File: src/rtl/ahfp_sub_if.sv
// ---------------------------------------------------------------------------
// ahfp_sub_if : custom-instruction style bus for the multi-cycle FP subtractor.
//   clk_en  : global stall; low freezes the slave completely
//   start   : launch request, honoured only while the slave is idle
//   dataa   : minuend, IEEE-754 single
//   datab   : subtrahend, IEEE-754 single
//   result  : registered difference, held until the next done
//   done    : one-cycle completion pulse, result valid alongside it
// ---------------------------------------------------------------------------
interface ahfp_sub_if;
  logic        clk_en;
  logic        start;
  logic [31:0] dataa;
  logic [31:0] datab;
  logic [31:0] result;
  logic        done;

  modport master (
    output clk_en,
    output start,
    output dataa,
    output datab,
    input  result,
    input  done
  );

  modport slave (
    input  clk_en,
    input  start,
    input  dataa,
    input  datab,
    output result,
    output done
  );
endinterface

File: src/rtl/ahfp_sub.sv
// ---------------------------------------------------------------------------
// ahfp_sub : multi-cycle IEEE-754 single-precision subtractor (dataa - datab).
// Denormal inputs are flushed to zero, no rounding (alignment truncates), and
// cancellation is renormalised one bit per cycle.
// Ports:
//   clk   : system clock, rising edge
//   reset : synchronous, active-high; overrides clk_en and start
//   bus   : ahfp_sub_if.slave (clk_en, start, dataa, datab, result, done)
// ---------------------------------------------------------------------------
module ahfp_sub #(
  parameter int unsigned MAX_SHIFT = 23
) (
  input  logic       clk,
  input  logic       reset,
  ahfp_sub_if.slave  bus
);

  localparam int unsigned EXP_W  = 8;
  localparam int unsigned FRAC_W = 23;
  localparam int unsigned MAN_W  = FRAC_W + 1;
  localparam int unsigned SUM_W  = MAN_W + 1;
  localparam int unsigned CNT_W  = 5;

  typedef enum logic [2:0] {
    IDLE,
    ALIGN,
    SUB,
    NORM,
    DONE
  } state_t;

  state_t             state;
  logic [31:0]        op_a;
  logic [31:0]        op_b;
  logic               sign_z;
  logic               sub_op;
  logic [EXP_W-1:0]   exp_r;
  logic [MAN_W-1:0]   mant_l;
  logic [MAN_W-1:0]   mant_s;
  logic [SUM_W-1:0]   m;
  logic [CNT_W-1:0]   shift_cnt;
  logic [31:0]        result;
  logic               done;

  // Alignment datapath: pick the larger magnitude and shift the smaller one.
  logic [EXP_W-1:0]   a_exp;
  logic [EXP_W-1:0]   b_exp;
  logic [MAN_W-1:0]   a_man;
  logic [MAN_W-1:0]   b_man;
  logic               swap;
  logic [EXP_W-1:0]   l_exp;
  logic [EXP_W-1:0]   s_exp;
  logic [MAN_W-1:0]   l_man;
  logic [MAN_W-1:0]   s_man;
  logic [EXP_W-1:0]   shamt;
  logic [MAN_W-1:0]   s_aligned;
  logic               l_sign;

  always_comb begin
    a_exp     = op_a[30:23];
    b_exp     = op_b[30:23];
    a_man     = (a_exp == '0) ? '0 : {1'b1, op_a[22:0]};
    b_man     = (b_exp == '0) ? '0 : {1'b1, op_b[22:0]};
    // Tie goes to A so an exact cancel keeps A as the reference.
    swap      = (op_b[30:0] > op_a[30:0]);
    l_exp     = swap ? b_exp : a_exp;
    s_exp     = swap ? a_exp : b_exp;
    l_man     = swap ? b_man : a_man;
    s_man     = swap ? a_man : b_man;
    shamt     = l_exp - s_exp;
    s_aligned = (shamt >= EXP_W'(25)) ? '0 : (s_man >> shamt);
    // B enters negated, so its effective sign is inverted.
    l_sign    = swap ? ~op_b[31] : op_a[31];
  end

  // Normalisation helpers.
  logic [EXP_W:0]     e_inc;
  logic [EXP_W-1:0]   e_dec;

  always_comb begin
    e_inc = {1'b0, exp_r} + (EXP_W+1)'(1);
    e_dec = exp_r - EXP_W'(1);
  end

  // Control FSM with registered result/done.
  always_ff @(posedge clk) begin
    if (reset) begin
      state     <= IDLE;
      op_a      <= '0;
      op_b      <= '0;
      sign_z    <= 1'b0;
      sub_op    <= 1'b0;
      exp_r     <= '0;
      mant_l    <= '0;
      mant_s    <= '0;
      m         <= '0;
      shift_cnt <= '0;
      result    <= '0;
      done      <= 1'b0;
    end else if (bus.clk_en) begin
      case (state)
        IDLE: begin
          done <= 1'b0;
          if (bus.start) begin
            op_a  <= bus.dataa;
            op_b  <= bus.datab;
            state <= ALIGN;
          end
        end

        ALIGN: begin
          sign_z    <= l_sign;
          exp_r     <= l_exp;
          mant_l    <= l_man;
          mant_s    <= s_aligned;
          // Equal raw signs means the magnitudes cancel in a - b.
          sub_op    <= (op_a[31] == op_b[31]);
          shift_cnt <= '0;
          state     <= SUB;
        end

        SUB: begin
          // L magnitude >= S magnitude, so the difference never goes negative.
          m     <= sub_op ? ({1'b0, mant_l} - {1'b0, mant_s})
                          : ({1'b0, mant_l} + {1'b0, mant_s});
          state <= NORM;
        end

        NORM: begin
          if (m == '0) begin
            result <= '0;
            done   <= 1'b1;
            state  <= DONE;
          end else if (m[SUM_W-1]) begin
            // Carry out of the add: one right shift, may overflow to infinity.
            if (e_inc >= (EXP_W+1)'(255)) begin
              result <= {sign_z, 8'hFF, 23'h0};
            end else begin
              result <= {sign_z, e_inc[EXP_W-1:0], m[FRAC_W:1]};
            end
            done  <= 1'b1;
            state <= DONE;
          end else if (m[MAN_W-1]) begin
            result <= {sign_z, exp_r, m[FRAC_W-1:0]};
            done   <= 1'b1;
            state  <= DONE;
          end else if (e_dec == '0 || shift_cnt == CNT_W'(MAX_SHIFT)) begin
            // Would underflow into the denormal range: flush to +0.
            result <= '0;
            done   <= 1'b1;
            state  <= DONE;
          end else begin
            m         <= m << 1;
            exp_r     <= e_dec;
            shift_cnt <= shift_cnt + CNT_W'(1);
          end
        end

        DONE: begin
          done  <= 1'b0;
          state <= IDLE;
        end

        default: begin
          done  <= 1'b0;
          state <= IDLE;
        end
      endcase
    end
  end

  assign bus.result = result;
  assign bus.done   = done;

endmodule
File: src/flat_wrapper.sv
// flat-port wrapper written by rule: the top's interface ports become plain ports
module ahfp_sub_flat 
#(
  parameter int unsigned MAX_SHIFT = 23
)
  (clk, reset, bus_clk_en, bus_start, bus_dataa, bus_datab, bus_result, bus_done);
  ahfp_sub_if bus_i ();
  input  logic clk;
  input  logic reset;
  input wire logic [$bits(bus_i.clk_en)-1:0] bus_clk_en;
  input wire logic [$bits(bus_i.start)-1:0] bus_start;
  input wire logic [$bits(bus_i.dataa)-1:0] bus_dataa;
  input wire logic [$bits(bus_i.datab)-1:0] bus_datab;
  output wire logic [$bits(bus_i.result)-1:0] bus_result;
  output wire logic [$bits(bus_i.done)-1:0] bus_done;
  assign bus_i.clk_en = bus_clk_en;
  assign bus_i.start = bus_start;
  assign bus_i.dataa = bus_dataa;
  assign bus_i.datab = bus_datab;
  assign bus_result = bus_i.result;
  assign bus_done = bus_i.done;
  ahfp_sub #(.MAX_SHIFT(MAX_SHIFT)) u_core (.clk(clk), .reset(reset), .bus(bus_i));
endmodule
File: config.mk
export PLATFORM = sky130hd
export DESIGN_NAME = ahfp_sub_flat
export DESIGN_NICKNAME = d
export VERILOG_FILES = /design/src/rtl/ahfp_sub_if.sv /design/src/rtl/ahfp_sub.sv /design/src/flat_wrapper.sv
export SDC_FILE = /design/constraint.sdc
export NUM_CORES = 1
export LEC_CHECK = 0
export BUFFER_PORTS_ARGS = -buffer_cell sky130_fd_sc_hd__buf_2
export CELL_PAD_IN_SITES_DETAIL_PLACEMENT = 1
export CELL_PAD_IN_SITES_GLOBAL_PLACEMENT = 1
export CORE_MARGIN = 2
export CORE_UTILIZATION = 25
export DETAILED_ROUTE_END_ITERATION = 16
export HOLD_SLACK_MARGIN = 0.02
export PLACE_DENSITY = 0.6
export SLEW_MARGIN = 20
export SYNTH_ARGS = -nofsm -noshare
export SYNTH_HDL_FRONTEND = slang
export SYNTH_SLANG_ARGS = --single-unit
File: constraint.sdc
create_clock -name clk -period 11.7 [get_ports clk]
set_input_delay 2.34 -clock clk [delete_from_list [all_inputs] [get_ports clk]]
set_output_delay 2.34 -clock clk [all_outputs]
set_load 0.05 [all_outputs]
### After elaboration in Yosys (flattened, before gate mapping)

Cells that the tools add are included.

| storage, ports and cells | value |
|---|---|
| register bits after elaboration | 188 |
| latch bits | 0 |
| RAM bits | 0 |
| bits in read-only memories | 0 |
| input bits | 68 |
| logic and storage cells | 96 |
| memories | 0 |

| operators by class | value |
|---|---|
| add/sub/neg operators | 6 |
| multiply operators | 0 |
| divide/modulo/power cells | 0 |
| $lt $le $gt $ge | 3 |
| equality and inequality tests | 11 |
| shifts and indexed selects | 1 |
| multiplexer cells | 40 |
| bitwise logic cells | 2 |
| reduce and logical (&&, ||, !) cells | 19 |

Operator list:

| operator | count |
|---|---|
| 24-bit two-way mux | 6 |
| 32-bit two-way mux | 4 |
| 25-bit two-way mux | 4 |
| 25-bit one-hot mux with 2 select lines | 1 |
| 8-bit two-way mux | 6 |
| 31-bit greater-than comparator | 1 |
| 31-bit two-way mux | 1 |
| 24-bit by 24-bit adder with 25-bit output | 1 |
| 25-bit zero test | 1 |
| 24-bit by 24-bit subtractor with 25-bit output | 1 |
| 8-bit zero test | 3 |
| 24-bit by 8-bit >> shifter with 24-bit output | 1 |
| 5-bit two-way mux | 4 |
| 8-bit one-hot mux with 2 select lines | 1 |
| 3-bit two-way mux | 5 |
| 3-bit AND reduction | 5 |
| 3-bit one-hot mux with 4 select lines | 1 |
| 6-bit AND reduction | 2 |
| 2-bit != test (second input constant) | 5 |
| 5-bit one-hot mux with 2 select lines | 1 |
| 8-bit by 1-bit adder with 9-bit output (second input constant) | 1 |
| 9-bit by 8-bit greater-or-equal comparator with 1-bit output (second input constant) | 1 |
| 8-bit by 5-bit greater-or-equal comparator with 1-bit output (second input constant) | 1 |
| 8-bit by 1-bit subtractor with 8-bit output (second input constant) | 1 |
| other kinds (17) | 24 |

### Longest topological paths before layout

| logic depth | value |
|---|---|
| word-level depth | 8 |
| mapped depth | 26 |
| mapped depth without buffers | 20 |

### Worst setup path before layout

No wires, ideal clock.

| timing | value |
|---|---|
| kind | reg-to-reg |
| start | reg u_core.op_a[25] |
| end | reg u_core.mant_s[5] |
| setup time | 0.086 ns |
| arrival | 5.135 ns |
| slack | 6.480 ns |
| stages on the path, launching flop included | 24 |
| period minus slack after synthesis | 5.220 ns |
| path through | dfxtp_1 inv_1 ha_1 and4_4 and4bb_4 a21oi_4 o211ai_2 nand2_1 nor2_4 clkbuf_1 clkbuf_1 nand2_1 o21a_1 ha_1 clkbuf_1 buf_1 buf_1 mux2i_1 o31ai_1 nor2_1 or3_1 a221oi_1 a211oi_1 a211oi_1 |

| between the ends | value |
|---|---|
| cells in the longest elaborated chain, start to end | 5 |

Ends and longest elaborated chain:

| what | RTL line | text |
|---|---|---|
| start: declaration | ahfp_sub.sv:33 | `logic [31:0] op_a;` |
| start signal: assignment | ahfp_sub.sv:105 | `op_a <= bus.dataa;` |
| 31-bit greater-than comparator or 8-bit zero test (tied branches) | ahfp_sub.sv:65, ahfp_sub.sv:62 |  |
| 8-bit two-way mux (tied with other cells) | ahfp_sub.sv:66 | `l_exp = swap ? b_exp : a_exp;` |
| 8-bit subtractor or 24-bit two-way mux (tied branches) | ahfp_sub.sv:70, ahfp_sub.sv:69 |  |
| 24-bit by 8-bit >> shifter with 24-bit output or 8-bit by 5-bit greater-or-equal comparator with 1-bit output (tied branches) | ahfp_sub.sv:71 | `s_aligned = (shamt >= EXP_W'(25)) ? '0 : (s_man >> shamt);` |
| 24-bit two-way mux * | ahfp_sub.sv:71 |  |
| end signal: assignment | ahfp_sub.sv:115 | `mant_s <= s_aligned;` |
| end: declaration | ahfp_sub.sv:39 | `logic [MAN_W-1:0] mant_s;` |

Every way passes the cells marked *; elsewhere a longest branch is shown, timed or not.
A chain may end at the register's enable or synchronous reset.

### Worst setup path in the final report

| timing | value |
|---|---|
| start | reg u_core.op_a[23] |
| end | reg u_core.mant_s[8] |

Same word-level chain as after synthesis.

==> flow_summary_export.csv <==
group,metric,value,unit
detailed_routing,via_count,11700,
setup_path,path_class,"reg2reg",
setup_path,required_time_worst_endpoint,12.12,ns
layout,stdcell_area,14000,um2
floorplan,initial_utilization,0.253,
clock_tree,hold_buffers,0,
logic_synthesis,synth_top_family_by_area,"simple AND/OR/NAND/NOR gates",
layout,utilization,0.286,
detailed_routing,routed_wl,42400,um
pwr,power_density,138,nW/um2
logic_synthesis,yosys-top-cells-count,"228 x sky130_fd_sc_hd__nand2_1, 190 x sky130_fd_sc_hd__nor2_1, 188 x sky130_fd_sc_hd__dfxtp_1",
floorplan,floorplan.rows,81,
job,max_cap_violations,0,
clock_tree,post_cts.resized_instances,0,
timing,pnr_worst_setup_slack,6.11,ns
logic_synthesis,ys_warn_count,0,
detailed_routing,dr.pass1.iters,4,
setup_path,worst-endpoint-arrival,6.01,ns
timing,fin_tns_setup,0,ns
place,dpl-instance-area,13400,um2
grt,grt_first_pass_wirelength,67700,um
place,hpwl,32200,um
outcome,outcome,"complete, no violations",
layout,layout-drive-gt1-share,0.132,
grt,grt_overflow_total,0,
logic_synthesis,cell_count_after_synthesis,1605,
timing,fmaxAchievable,0.179,GHz
timing,setup_clock_skew_after_layout,0.0146,ns
timing,grt_setup_unrepaired,"no",
timing,fin_crit_sh,0.478,
logic_synthesis,portion_of_synthesized_cell_area_occupied_by_the_leading_cell_type,0.305,
clock_tree,cts_setup_buffers,0,
grt,via_count_of_the_first_global_routing_pass,11700,
clock_tree,clock_latency,0.48,ns
logic_synthesis,yosys-mux-area-fraction,0.102,
timing,finalHoldViolCount,0,
place,post-place-ws,5.81,ns
setup_path,worst_setup_path_end_kind,"flip-flop",
floorplan,die-height,226,um
logic_synthesis,yosys.area_share.simple,0.224,
logic_synthesis,postSynthAreaPerCell,7.70,um2
logic_synthesis,synth-async-reset-ratio,0,
hold_path,hold_path_class,"reg2reg",
logic_synthesis,netlist.top_cell.by_area,"sky130_fd_sc_hd__dfxtp_1",
floorplan,core-area,48800,um2
logic_synthesis,post_synth_instance_area,12400,um2
setup_path,critical_path.startpoint_type,"flip-flop",
detailed_routing,routed_wire_length_per_instance,18.3,um
clock_tree,cts.htree.levels,4,
timing,worst_pin_slew,1.04,ns
pwr,power.ir.vdd_worst,0.0000789,V
setup_path,worst-path-max-fanout,41,
logic_synthesis,synth-main-ff-cell,"sky130_fd_sc_hd__dfxtp_1",
detailed_routing,detail-route-antenna-nets,0,
logic_synthesis,synth_compound_area_frac,0.209,
timing,finalMaxSlewViolations,0,
logic_synthesis,synth-seq-area-share,0.305,
logic_synthesis,synth_nets,1736,
pwr,power.leakage,5.33,nW
clock_tree,clock_path_buffers,2,
clock_tree,cts.sink_count,188,
clock_tree,clk_pin_slew,0.08,ns
logic_synthesis,synth-adder-area-share,0.0652,
logic_synthesis,synth.top_cells.by_area,"sky130_fd_sc_hd__dfxtp_1 30%, sky130_fd_sc_hd__nand2_1 6.9%, sky130_fd_sc_hd__ha_1 6.3%",
timing,setup_viol_count_final,0,
logic_synthesis,synthMostInstantiatedCell,"sky130_fd_sc_hd__nand2_1",
logic_synthesis,netlist-cell-type-count,81,
timing,period_minus_slack,5.59,ns
place,finalWeightedCongestion,0.876,
grt,grt_antenna_before_repair,0,
layout,synthToLayoutAreaGrowth,13.0,%
floorplan,die-width,226,um
detailed_routing,route.detailed.drc,0,
clock_tree,root_buffer,"sky130_fd_sc_hd__clkbuf_16",
grt,groute.usage.overall,0.169,
logic_synthesis,edff_count_synth,0,
layout,nNetsFinal,1766,
floorplan,floorplan.io_pins,101,
clock_tree,tritoncts,"done",
timing,worst_slew_margin_rel,0.309,
floorplan,die_area,51200,um2
clock_tree,cts_buffer_count,17,
detailed_routing,initialDrtViolationCount,607,
grt,grt_max_degree,89,
logic_synthesis,ys_ff_latch,188,
detailed_routing,vias_per_cell,5.06,
place,io_buffer_count,100,
layout,diodes,0,
logic_synthesis,synth_xor_area_frac,0.0404,
-- final timing paths --
check / startpoint / to / slack (ns) / cells past startpoint
min reg2reg: u_core.bus.result[31]$_SDFFE_PP0P_ / u_core.bus.result[31]$_SDFFE_PP0P_ / 0.46 / 2
max reg2reg: u_core.op_a[23]$_SDFFE_PP0P_ / u_core.mant_s[8]$_SDFFE_PP0P_ / 6.11 / 19
min: u_core.bus.result[31]$_SDFFE_PP0P_ / u_core.bus.result[31]$_SDFFE_PP0P_ / 0.46 / 2
max: u_core.op_a[23]$_SDFFE_PP0P_ / u_core.mant_s[8]$_SDFFE_PP0P_ / 6.11 / 19
-- where the power goes --
| part | internal, W | switching, W |
|---|---|---|
| clock network | 0.000280 | 0.000304 |
| registers | 0.000660 | 0.0000299 |
| logic | 0.000242 | 0.000415 |
| total | 0.00118 | 0.000749 |
-- cells by family after synthesis --
group,count (synthesis)
fa+ha+maj,64
flops,188
xor+xnor,57
mux,115
compound gates,394
buf+inv,168
simple gates,619
-- routing by layer --
layer / up-vias / global-route usage / wire [um]
li1: 5792 / - / -
met1: 5672 / 0.243 / 21600
met2: 210 / 0.261 / 18500
met3: 34 / 0.0307 / 1700
met4: 0 / 0.0384 / 575
met5: - / 0 / 0
-- cells in the final DEF (no fill, tap or decap), drive strengths merged, types with 5 or more instances in the layout --
master and instances:
clkbuf 17, nand4 10, o31ai 9, clkinv 5, and3 12, buf 120
o21ai 60, ha 62, nand2 229, or2 6, nor2 191, nand2b 9
a221oi 45, and2 10, o22ai 7, nor3 74, o211ai 11, mux2i 77
nand3 29, a31oi 12, mux4 5, a21o 14, mux2 33, a211oi 27
xnor2 44, nor2b 10, a21oi 143, dfxtp 188, xor2 13, a22oi 26
inv 67, nor4 18
-- area by class of cell --
cell class	instances	area [um2]
well taps	664	831
flip-flops and latches	188	3760
inverters	59	221
fillers	5968	34900
clock inverters	15	128
repair buffers	120	653
clock buffers	17	425
multi-input cells	1249	7940
-- state kept, by name, indices dropped and copies added (netlist names), 5 cells and up --
signal / cells
u_core.m: 25
u_core.exp_r: 8
u_core.shift_cnt: 5
u_core.op_b: 32
u_core.mant_s: 24
u_core.op_a: 32
u_core.bus.result: 32
u_core.mant_l: 24
-- critical path: stages (launching register included) --
cell,delay [ns]
sky130_fd_sc_hd__dfxtp_1,0.35
sky130_fd_sc_hd__inv_1,0.09
sky130_fd_sc_hd__ha_1,0.28
sky130_fd_sc_hd__buf_4,0.37
sky130_fd_sc_hd__and4_4,0.32
sky130_fd_sc_hd__and4bb_4,0.29
sky130_fd_sc_hd__nand2_1,0.07
sky130_fd_sc_hd__o211ai_2,0.09
sky130_fd_sc_hd__nand2_1,0.18
sky130_fd_sc_hd__nor2_4,0.61
sky130_fd_sc_hd__nand2_1,0.12
sky130_fd_sc_hd__o21a_1,0.16
sky130_fd_sc_hd__ha_4,0.71
sky130_fd_sc_hd__mux2i_1,0.16
sky130_fd_sc_hd__nor3_1,0.45
sky130_fd_sc_hd__nor4_1,0.15
sky130_fd_sc_hd__a2111o_1,0.46
sky130_fd_sc_hd__and2_1,0.20
sky130_fd_sc_hd__a211oi_1,0.32
sky130_fd_sc_hd__a21o_1,0.12
-- per-stage QoR --
step,std cells,hold WS (ns),total power [W]
finish,2312,0.457,0.00193
global route,2312,0.495,0.00204
CTS,2312,0.465,0.00195
detailed placement,2280,0.454,0.00136
global placement,2280,0.442,0.00135
floorplan,1605,0.432,0.00118
No activity file was read; power rests on OpenSTA's default activity.
